==> config.mk <==
export PLATFORM = sky130hd
export DESIGN_NAME = ser_word_capture
export DESIGN_NICKNAME = d
export VERILOG_FILES = /design/src/rtl/ser_capture_pkg.sv /design/src/rtl/sync_fifo_ptr.sv /design/src/rtl/ser_word_capture.sv
export SDC_FILE = /design/constraint.sdc
export NUM_CORES = 1
export LEC_CHECK = 0
export BUFFER_PORTS_ARGS = -buffer_cell sky130_fd_sc_hd__buf_4
export CAP_MARGIN = 10
export CORE_ASPECT_RATIO = 2
export CORE_MARGIN = 4
export CORE_UTILIZATION = 63
export DETAILED_ROUTE_END_ITERATION = 10
export GPL_TIMING_DRIVEN = 0
export PLACE_DENSITY_LB_ADDON = 0.1
export SETUP_SLACK_MARGIN = 0.2
export SYNTH_ARGS = -nofsm -noshare
export SYNTH_HDL_FRONTEND = slang
export SYNTH_SLANG_ARGS = --single-unit
export TNS_END_PERCENT = 50
==> constraint.sdc <==
create_clock -name clk -period 5.4 [get_ports clk]
set_input_delay 0.81 -clock clk [delete_from_list [all_inputs] [get_ports clk]]
set_output_delay 0.81 -clock clk [all_outputs]
set_load 0.02 [all_outputs]
==> src/rtl/ser_capture_pkg.sv <==
// Shared types and defaults for the serial word capture endpoint.
package ser_capture_pkg;

    localparam int unsigned W_DEF     = 8;
    localparam int unsigned DEPTH_DEF = 4;

    typedef enum logic {
        IDLE  = 1'b0,
        SHIFT = 1'b1
    } fsm_state_e;

    // Default-width entry; modules with other widths declare the same layout locally.
    typedef struct packed {
        logic             partial;
        logic [W_DEF-1:0] data;
    } cap_entry_t;

endpackage

==> src/rtl/sync_fifo_ptr.sv <==
// Single-clock FIFO with wrap-bit pointers; head entry is read combinationally.
module sync_fifo_ptr #(
    parameter int unsigned DW    = 9,
    parameter int unsigned DEPTH = 4,
    localparam int unsigned AW   = $clog2(DEPTH)
) (
    input  logic          clk,
    input  logic          rst_n,
    input  logic          wr_en,
    input  logic [DW-1:0] wr_data,
    input  logic          rd_en,
    output logic [DW-1:0] rd_data,
    output logic          full,
    output logic          empty,
    output logic [AW:0]   level
);

    logic [DW-1:0] mem [DEPTH];
    logic [AW:0]   wr_ptr;
    logic [AW:0]   rd_ptr;
    logic          do_rd;
    logic          do_wr;

    always_comb begin
        empty   = (wr_ptr == rd_ptr);
        full    = (wr_ptr[AW] != rd_ptr[AW]) && (wr_ptr[AW-1:0] == rd_ptr[AW-1:0]);
        level   = wr_ptr - rd_ptr;
        do_rd   = rd_en && !empty;
        // A pop while full frees the slot the push lands in during the same edge.
        do_wr   = wr_en && (!full || do_rd);
        rd_data = empty ? '0 : mem[rd_ptr[AW-1:0]];
    end

    always_ff @(posedge clk or negedge rst_n) begin
        if (!rst_n) begin
            wr_ptr <= '0;
            rd_ptr <= '0;
        end else begin
            if (do_wr) begin
                mem[wr_ptr[AW-1:0]] <= wr_data;
                wr_ptr              <= wr_ptr + 1'b1;
            end
            if (do_rd) begin
                rd_ptr <= rd_ptr + 1'b1;
            end
        end
    end

endmodule

==> src/rtl/ser_word_capture.sv <==
// Assembles an LSB-first serial stream into W-bit words and queues them for a valid/ready consumer.
module ser_word_capture
    import ser_capture_pkg::*;
#(
    parameter int unsigned W     = W_DEF,
    parameter int unsigned DEPTH = DEPTH_DEF,
    localparam int unsigned CW   = $clog2(W),
    localparam int unsigned AW   = $clog2(DEPTH)
) (
    input  logic          clk,
    input  logic          rst_n,
    input  logic          ser_data,
    input  logic          ser_valid,
    input  logic          ser_last,
    output logic [W-1:0]  par_data,
    output logic          par_partial,
    output logic          par_valid,
    input  logic          par_ready,
    output logic          overflow,
    input  logic          clr_ovf,
    output logic [AW:0]   level
);

    typedef struct packed {
        logic         partial;
        logic [W-1:0] data;
    } entry_t;

    fsm_state_e    state;
    logic [CW-1:0] cnt;
    logic [W-1:0]  shreg;
    logic [W-1:0]  word_next;
    logic          at_top;
    logic          done;
    entry_t        push_entry;
    entry_t        head_entry;
    logic          fifo_full;
    logic          fifo_empty;
    logic          pop;

    always_comb begin
        word_next      = shreg;
        word_next[cnt] = ser_data;
        at_top         = (cnt == CW'(W - 1));
        done           = ser_valid && (at_top || ser_last);
        push_entry     = '{partial: ser_last && !at_top, data: word_next};
        pop            = par_ready && !fifo_empty;
    end

    always_ff @(posedge clk or negedge rst_n) begin
        if (!rst_n) begin
            state    <= IDLE;
            cnt      <= '0;
            shreg    <= '0;
            overflow <= 1'b0;
        end else begin
            if (done) begin
                state <= IDLE;
                cnt   <= '0;
                shreg <= '0;
            end else if (ser_valid) begin
                state <= SHIFT;
                cnt   <= cnt + 1'b1;
                shreg <= word_next;
            end
            // Set takes priority over clear.
            if (done && fifo_full && !pop) begin
                overflow <= 1'b1;
            end else if (clr_ovf) begin
                overflow <= 1'b0;
            end
        end
    end

    sync_fifo_ptr #(
        .DW    (W + 1),
        .DEPTH (DEPTH)
    ) u_fifo (
        .clk     (clk),
        .rst_n   (rst_n),
        .wr_en   (done),
        .wr_data (push_entry),
        .rd_en   (par_ready),
        .rd_data (head_entry),
        .full    (fifo_full),
        .empty   (fifo_empty),
        .level   (level)
    );

    assign par_data    = head_entry.data;
    assign par_partial = head_entry.partial;
    assign par_valid   = !fifo_empty;

endmodule
---- Yosys cells after proc, flatten, opt, wreduce, memory -nomap -nowiden ----
Memories as Yosys holds them, arrays and structs flattened.
Index checks and enable logic that the tools add are counted.
word-level totals
  bits in registers ....................... 18
  memory bits (writable) .................. 36
  output and inout bits ................... 14
  memories ................................ 1
operators by class
  $add $sub $neg .......................... 4
  $lt $le $gt $ge ......................... 2
  equal/unequal tests ..................... 4
  muxes and demuxes ....................... 12
  reduce and logical (&&, ||, !) cells .... 17
memory list
  memory      depth  bits a word  rd ports  clocked after memory_dff  write ports  RTL line             RTL
  u_fifo.mem  4      9            1         0                         1            sync_fifo_ptr.sv:18  logic [DW-1:0] mem [DEPTH];
operator list
  operator                                             number
  two-way mux 8 bit                                    2
  adder 3 x 1 -> 3 bit, second input constant          3
  logical AND 1 bit                                    9
  two-way mux 9 bit                                    1
  bitwise mux 8 bit                                    1
  two-way mux 3 bit                                    2
  two-way mux 1 bit                                    5
  zero test 1 bit                                      4
  < comparator 3 x 4 -> 1 bit, second input constant   1
  nonzero test 2 bit                                   2
  demux 1 bit (select 3 bit)                           1
  equality test 3 bit                                  1
  equality test 3 bit, second input constant           1
  >= comparator 3 x 1 -> 1 bit, second input constant  1
  subtractor 3 bit                                     1
  equality test 2 bit                                  1
  logical OR 1 bit                                     2
  inequality test 1 bit                                1

---- Longest topological paths before layout ----
  word-level depth ........................ 8
  mapped depth ............................ 6
  mapped depth without buffers ............ 5

---- Cells and area by module ----
A second synthesis with hierarchy kept.
second synthesis, totals
  cells, all modules ...................... 178
  area, all modules ....................... 2,593.7 um2
by module, submodules not included
  module            times used  cells each  area each (um2)
  sync_fifo_ptr     1           105         1,840.5
  ser_word_capture  1           73          753.2

---- Least setup slack after synthesis ----
OpenSTA, ideal clock, no wires.
  path kind ............................... flip-flop to output port
  from .................................... register u_fifo.rd_ptr[1]
  to ...................................... output par_valid
  arrival time ............................ 1.715 ns
  data required time ...................... 4.590 ns
  setup slack ............................. 2.875 ns
  stages on the path, launching flop included .. 7
  cells stage by stage .................... dfrtp_1 clkbuf_1 inv_1 ha_1 nand2_1 nor2_1 inv_1
on the way
  longest elaborated chain between the ends .. 2
ends and longest elaborated chain
  item                    RTL line                RTL
  start, declared         sync_fifo_ptr.sv:20     logic [AW:0] rd_ptr;
  start signal, assigned  sync_fifo_ptr.sv:44     rd_ptr <= rd_ptr + 1'b1;
  equality test 3 bit     sync_fifo_ptr.sv:25     empty = (wr_ptr == rd_ptr);
  zero test 1 bit         ser_word_capture.sv:92  assign par_valid = !fifo_empty;
  end, declared           ser_word_capture.sv:17  output logic par_valid,
Every way passes these cells.

---- Final worst setup path ----
  from .................................... register u_fifo.rd_ptr[1]
  to ...................................... output par_data[2]
on the way
  longest elaborated chain between the ends .. 2
  elaborated cells on any way between the ends .. 3
ends and longest elaborated chain
  item                                                                   RTL line                RTL
  memory read (4 x 9 bit) / equality test 3 bit (equally long branches)  -
  two-way mux 9 bit (*)                                                  sync_fifo_ptr.sv:31     rd_data = empty ? '0 : mem[rd_ptr[AW-1:0]];
  end, declared                                                          ser_word_capture.sv:15  output logic [W-1:0] par_data,
Every way passes the cells marked *; elsewhere a longest branch is shown, timed or not.

==> impl_results.md <==
* Crit. End Element: output port
* ANT cells at 0
* Startpoint of the lowest-slack register-to-register path: u_fifo.rd_ptr[1]$_DFFE_PN0P_
* Final cycle utilization of the critical path at 0.630
* Cell internal pwr at 0.937 mW
* Static leakage at 1.13 nW
* Total number of vias at 1404
* TritonCTS clock tree: built
* Kind of path behind the tightest hold check: in -> async
* Sw Pwr at 0.538 mW
* Via count normalized by instance count at 5.85
* Die area at 5060 um^2
* Post-detailed-route wirelength per cell at 19.2 um
* Residual DRC count at 0
* Crit path cell chain: clkbuf_1, inv_1, ha_1, nand2_1, nor2_1, nor2b_1, buf_4
* Net Sw Frac at 0.365
* Depth of the worst register-to-register path at 6
* Number of levels the H-tree was split into at 2
* Register area share after synthesis at 0.618
* Flop pwr share at 0.360
* Startpoint of the most critical setup path: u_fifo.rd_ptr[1]$_DFFE_PN0P_
* Flops & latches, synth at 54
* Highest achievable clock rate at 0.294 GHz
* Final sum of negative setup slack at 0 ns
* CTS Buffer Depth at 2
* Post-CTS clock slew at the launch and capture registers of the worst setup and hold paths at 0.09 ns
* Average footprint of a synthesized cell at 15.4 um^2
* Die W at 52.3 um
* Violation count after the first detailed-route iteration at 14
* Overall power consumption at 1.47 mW
* Crit path largest cell delay at 0.55 ns
* IO buf count at 20
* Final slew viol count at 0
* Area of the mapped netlist at 2480 um^2
* DR pass1 iterations at 5
* Synthesis warning total at 0
* Total gr overflow at 0
* Fraction of power consumed by the clock network at 0.178
* Number of distinct standard cells referenced by the synthesized netlist at 31
* Worst slew pin tran at 0.699 ns
* Outcome: complete, no violations
* Wire length of the first global-routing pass at 7.63 mm
* Startpoint-to-endpoint class of the critical path: reg -> out
* Post-CTS repair timing setup buffer count at 0
* Clock buffer count from CTS at 5
* Total clock sinks at 54
* Setup violations, final at 0
* Largest net degree at the start of global routing at 23
* Max stage delay cell, worst path: sky130_fd_sc_hd__nor2_1
* Global-route met3 utilization at 0.0308
* Total global-route track usage at 0.207
* Io pins at 21
* Count of nets left with antenna violations after detail routing at 0
* Peak-usage layer in the global routing report: met2
* Die height at 96.7 um
* # Max-Cap Violations at 0
* Initial standard-cell utilization of the core at 0.645
* Share of cells above drive strength 1 at 0.323
* Row count at 32
* Endpoint of the worst register-to-register path: u_fifo.mem[0][8]$_DFFE_PP_
* Hold-fix buffers, CTS at 0
* Arr. time, crit path at 2.59 ns
* Total wire length at 4.61 mm
* Maximum fanout along the worst path at 10
* Met2 track demand over resource in global routing at 0.387
* Slack of the worst reg-to-reg path at 2.62 ns
* Required @ worst endpoint at 4.59 ns
* Root buffer cell: sky130_fd_sc_hd__clkbuf_8
* Max Clock Skew at 0.00430 ns
* Post-route minimum period at 3.40 ns
* Worst voltage drop across the vdd grid at 0.000442 V
* PD cells at 526 nW/um^2
* RSZ-0062 raised after global routing: false
* Post-detail-place hpwl at 3.48 mm
* Global-route met1 utilization at 0.214
* Number of nets produced by synthesis at 178
* Headroom to the max-slew limit at 0.532
* Kind of start point of the critical path: flop
* Synth Instances at 161
* Vias in the first global route at 1574
* Final-report hold violation count at 0
* Number of cells upsized or downsized after cts at 0
* Initial antenna violation count at 0
* Final layout net count at 205
* Worst skew pair latency at 0.30 ns
* Area added between synthesis and finish at 13.1%
* Comb power frac at 0.462
* Placer's final routability congestion estimate at 0.716
* Core box area at 3840 um^2
## how the worst max path moves through the flow
stage                             end  depth (start not counted)
after detailed placement  par_data[2]                          7
after CTS                 par_data[2]                          7
after floorplan             par_valid                          6
after global routing      par_data[2]                          7
after global placement    par_data[2]                          7
final                     par_data[2]                          7
## routing by layer
metal,share of wire,wire length [um]
met1,0.33,1520
met5,0,0
met2,0.60,2780
met3,0.038,175
met4,0.030,138
## critical path, delay by kind of cell (launching register included)
kind / cells / cell delay [ns]
fa+ha+maj: 1 / 0.31
buf+inv: 3 / 0.75
flops: 1 / 0.45
simple gates: 3 / 0.76
## state kept, by name, summed over array words and instances (netlist names)
register and flops:
u_fifo.mem 36, shreg 8, cnt 3, u_fifo.rd_ptr 3, u_fifo.wr_ptr 3, overflow 1
## final cells by class
cell class,instances,area (um^2)
buffer,7,32.5
clock buffer,6,72.6
clock inverter,2,37.5
fill,264,1040
inverter,12,45.0
multi-input combinational,88,868
sequential,54,1530
tap,51,63.8
timing repair buffer,20,150
## cell families after synthesis
kind of cell / after synthesis / synth area share
muxes: 20 / 0.133
and+or+nand+nor: 36 / 0.0889
AOI/OAI and AO/OA: 16 / 0.0510
xor gates and xnor gates: 6 / 0.0242
buffers and inverters: 19 / 0.0313
adders and majority gates: 10 / 0.0535
DFF: 54 / 0.618
## cell usage in the layout, fill, tap and decap left out, types with 4 or more instances in the layout
master / synthesis / layout
sky130_fd_sc_hd__clkbuf_8: 0 / 5
sky130_fd_sc_hd__a31o_2: 8 / 8
sky130_fd_sc_hd__nor2b_1: 18 / 18
sky130_fd_sc_hd__buf_4: 0 / 20
sky130_fd_sc_hd__edfxtp_1: 36 / 36
sky130_fd_sc_hd__ha_1: 9 / 9
sky130_fd_sc_hd__mux2_2: 8 / 8
sky130_fd_sc_hd__buf_2: 5 / 5
sky130_fd_sc_hd__mux4_2: 9 / 9
sky130_fd_sc_hd__inv_1: 12 / 12
sky130_fd_sc_hd__and3_1: 4 / 4
sky130_fd_sc_hd__dfrtp_1: 18 / 18
## power by group through the flow
stage	clock (mW)	sequential, mW	combinational [mW]
after detailed placement	0	0.541	0.691
after floorplan	0	0.532	0.453
final	0.262	0.531	0.681
after global routing	0.283	0.536	0.744
after CTS	0.264	0.532	0.695
after global placement	0	0.534	0.669
## synthesized netlist by cell type
master	number	share of area
sky130_fd_sc_hd__and3_1	4	0.010
sky130_fd_sc_hd__o21ai_0	1	0.0020
sky130_fd_sc_hd__xnor2_1	3	0.011
sky130_fd_sc_hd__a211oi_1	1	0.0030
sky130_fd_sc_hd__mux2_2	8	0.036
sky130_fd_sc_hd__buf_2	5	0.010
sky130_fd_sc_hd__mux2i_1	1	0.0040
sky130_fd_sc_hd__inv_1	12	0.018
sky130_fd_sc_hd__nor2b_1	18	0.045
sky130_fd_sc_hd__dfrtp_1	18	0.18
sky130_fd_sc_hd__nor2_1	2	0.0030
sky130_fd_sc_hd__nor3_1	1	0.0020
sky130_fd_sc_hd__xor2_1	2	0.0071
sky130_fd_sc_hd__o21ai_2	1	0.0035
sky130_fd_sc_hd__mux2_1	1	0.0045
sky130_fd_sc_hd__nand3_1	1	0.0020
sky130_fd_sc_hd__a31o_2	8	0.028
sky130_fd_sc_hd__edfxtp_1	36	0.44
sky130_fd_sc_hd__clkbuf_1	2	0.0030
sky130_fd_sc_hd__nor3b_1	3	0.0091
sky130_fd_sc_hd__a21oi_2	1	0.0035
sky130_fd_sc_hd__xor2_2	1	0.0066
sky130_fd_sc_hd__ha_1	9	0.045
sky130_fd_sc_hd__and3b_1	1	0.0035
sky130_fd_sc_hd__o22ai_1	3	0.0076
sky130_fd_sc_hd__mux4_2	9	0.082
sky130_fd_sc_hd__nand3b_1	3	0.0091
sky130_fd_sc_hd__fa_1	1	0.0081
sky130_fd_sc_hd__nand2_1	3	0.0045
sky130_fd_sc_hd__mux2_4	1	0.0061
sky130_fd_sc_hd__o211ai_1	1	0.0030
## metrics by stage
step | cells | hold WS [ns] | utilization | cell area (um^2) | worst slack [ns]
floorplan | 161 | 0.493 | - | 2480 | 2.87
global placement | 232 | 0.508 | 0.700 | 2690 | 2.34
detailed placement | 232 | 0.513 | 0.700 | 2690 | 2.26
CTS | 240 | 0.380 | 0.729 | 2800 | 1.92
global route | 240 | 0.371 | 0.729 | 2800 | 1.67
finish | 240 | 0.383 | 0.729 | 2800 | 2.00
Power figures use the tool's default switching activity.
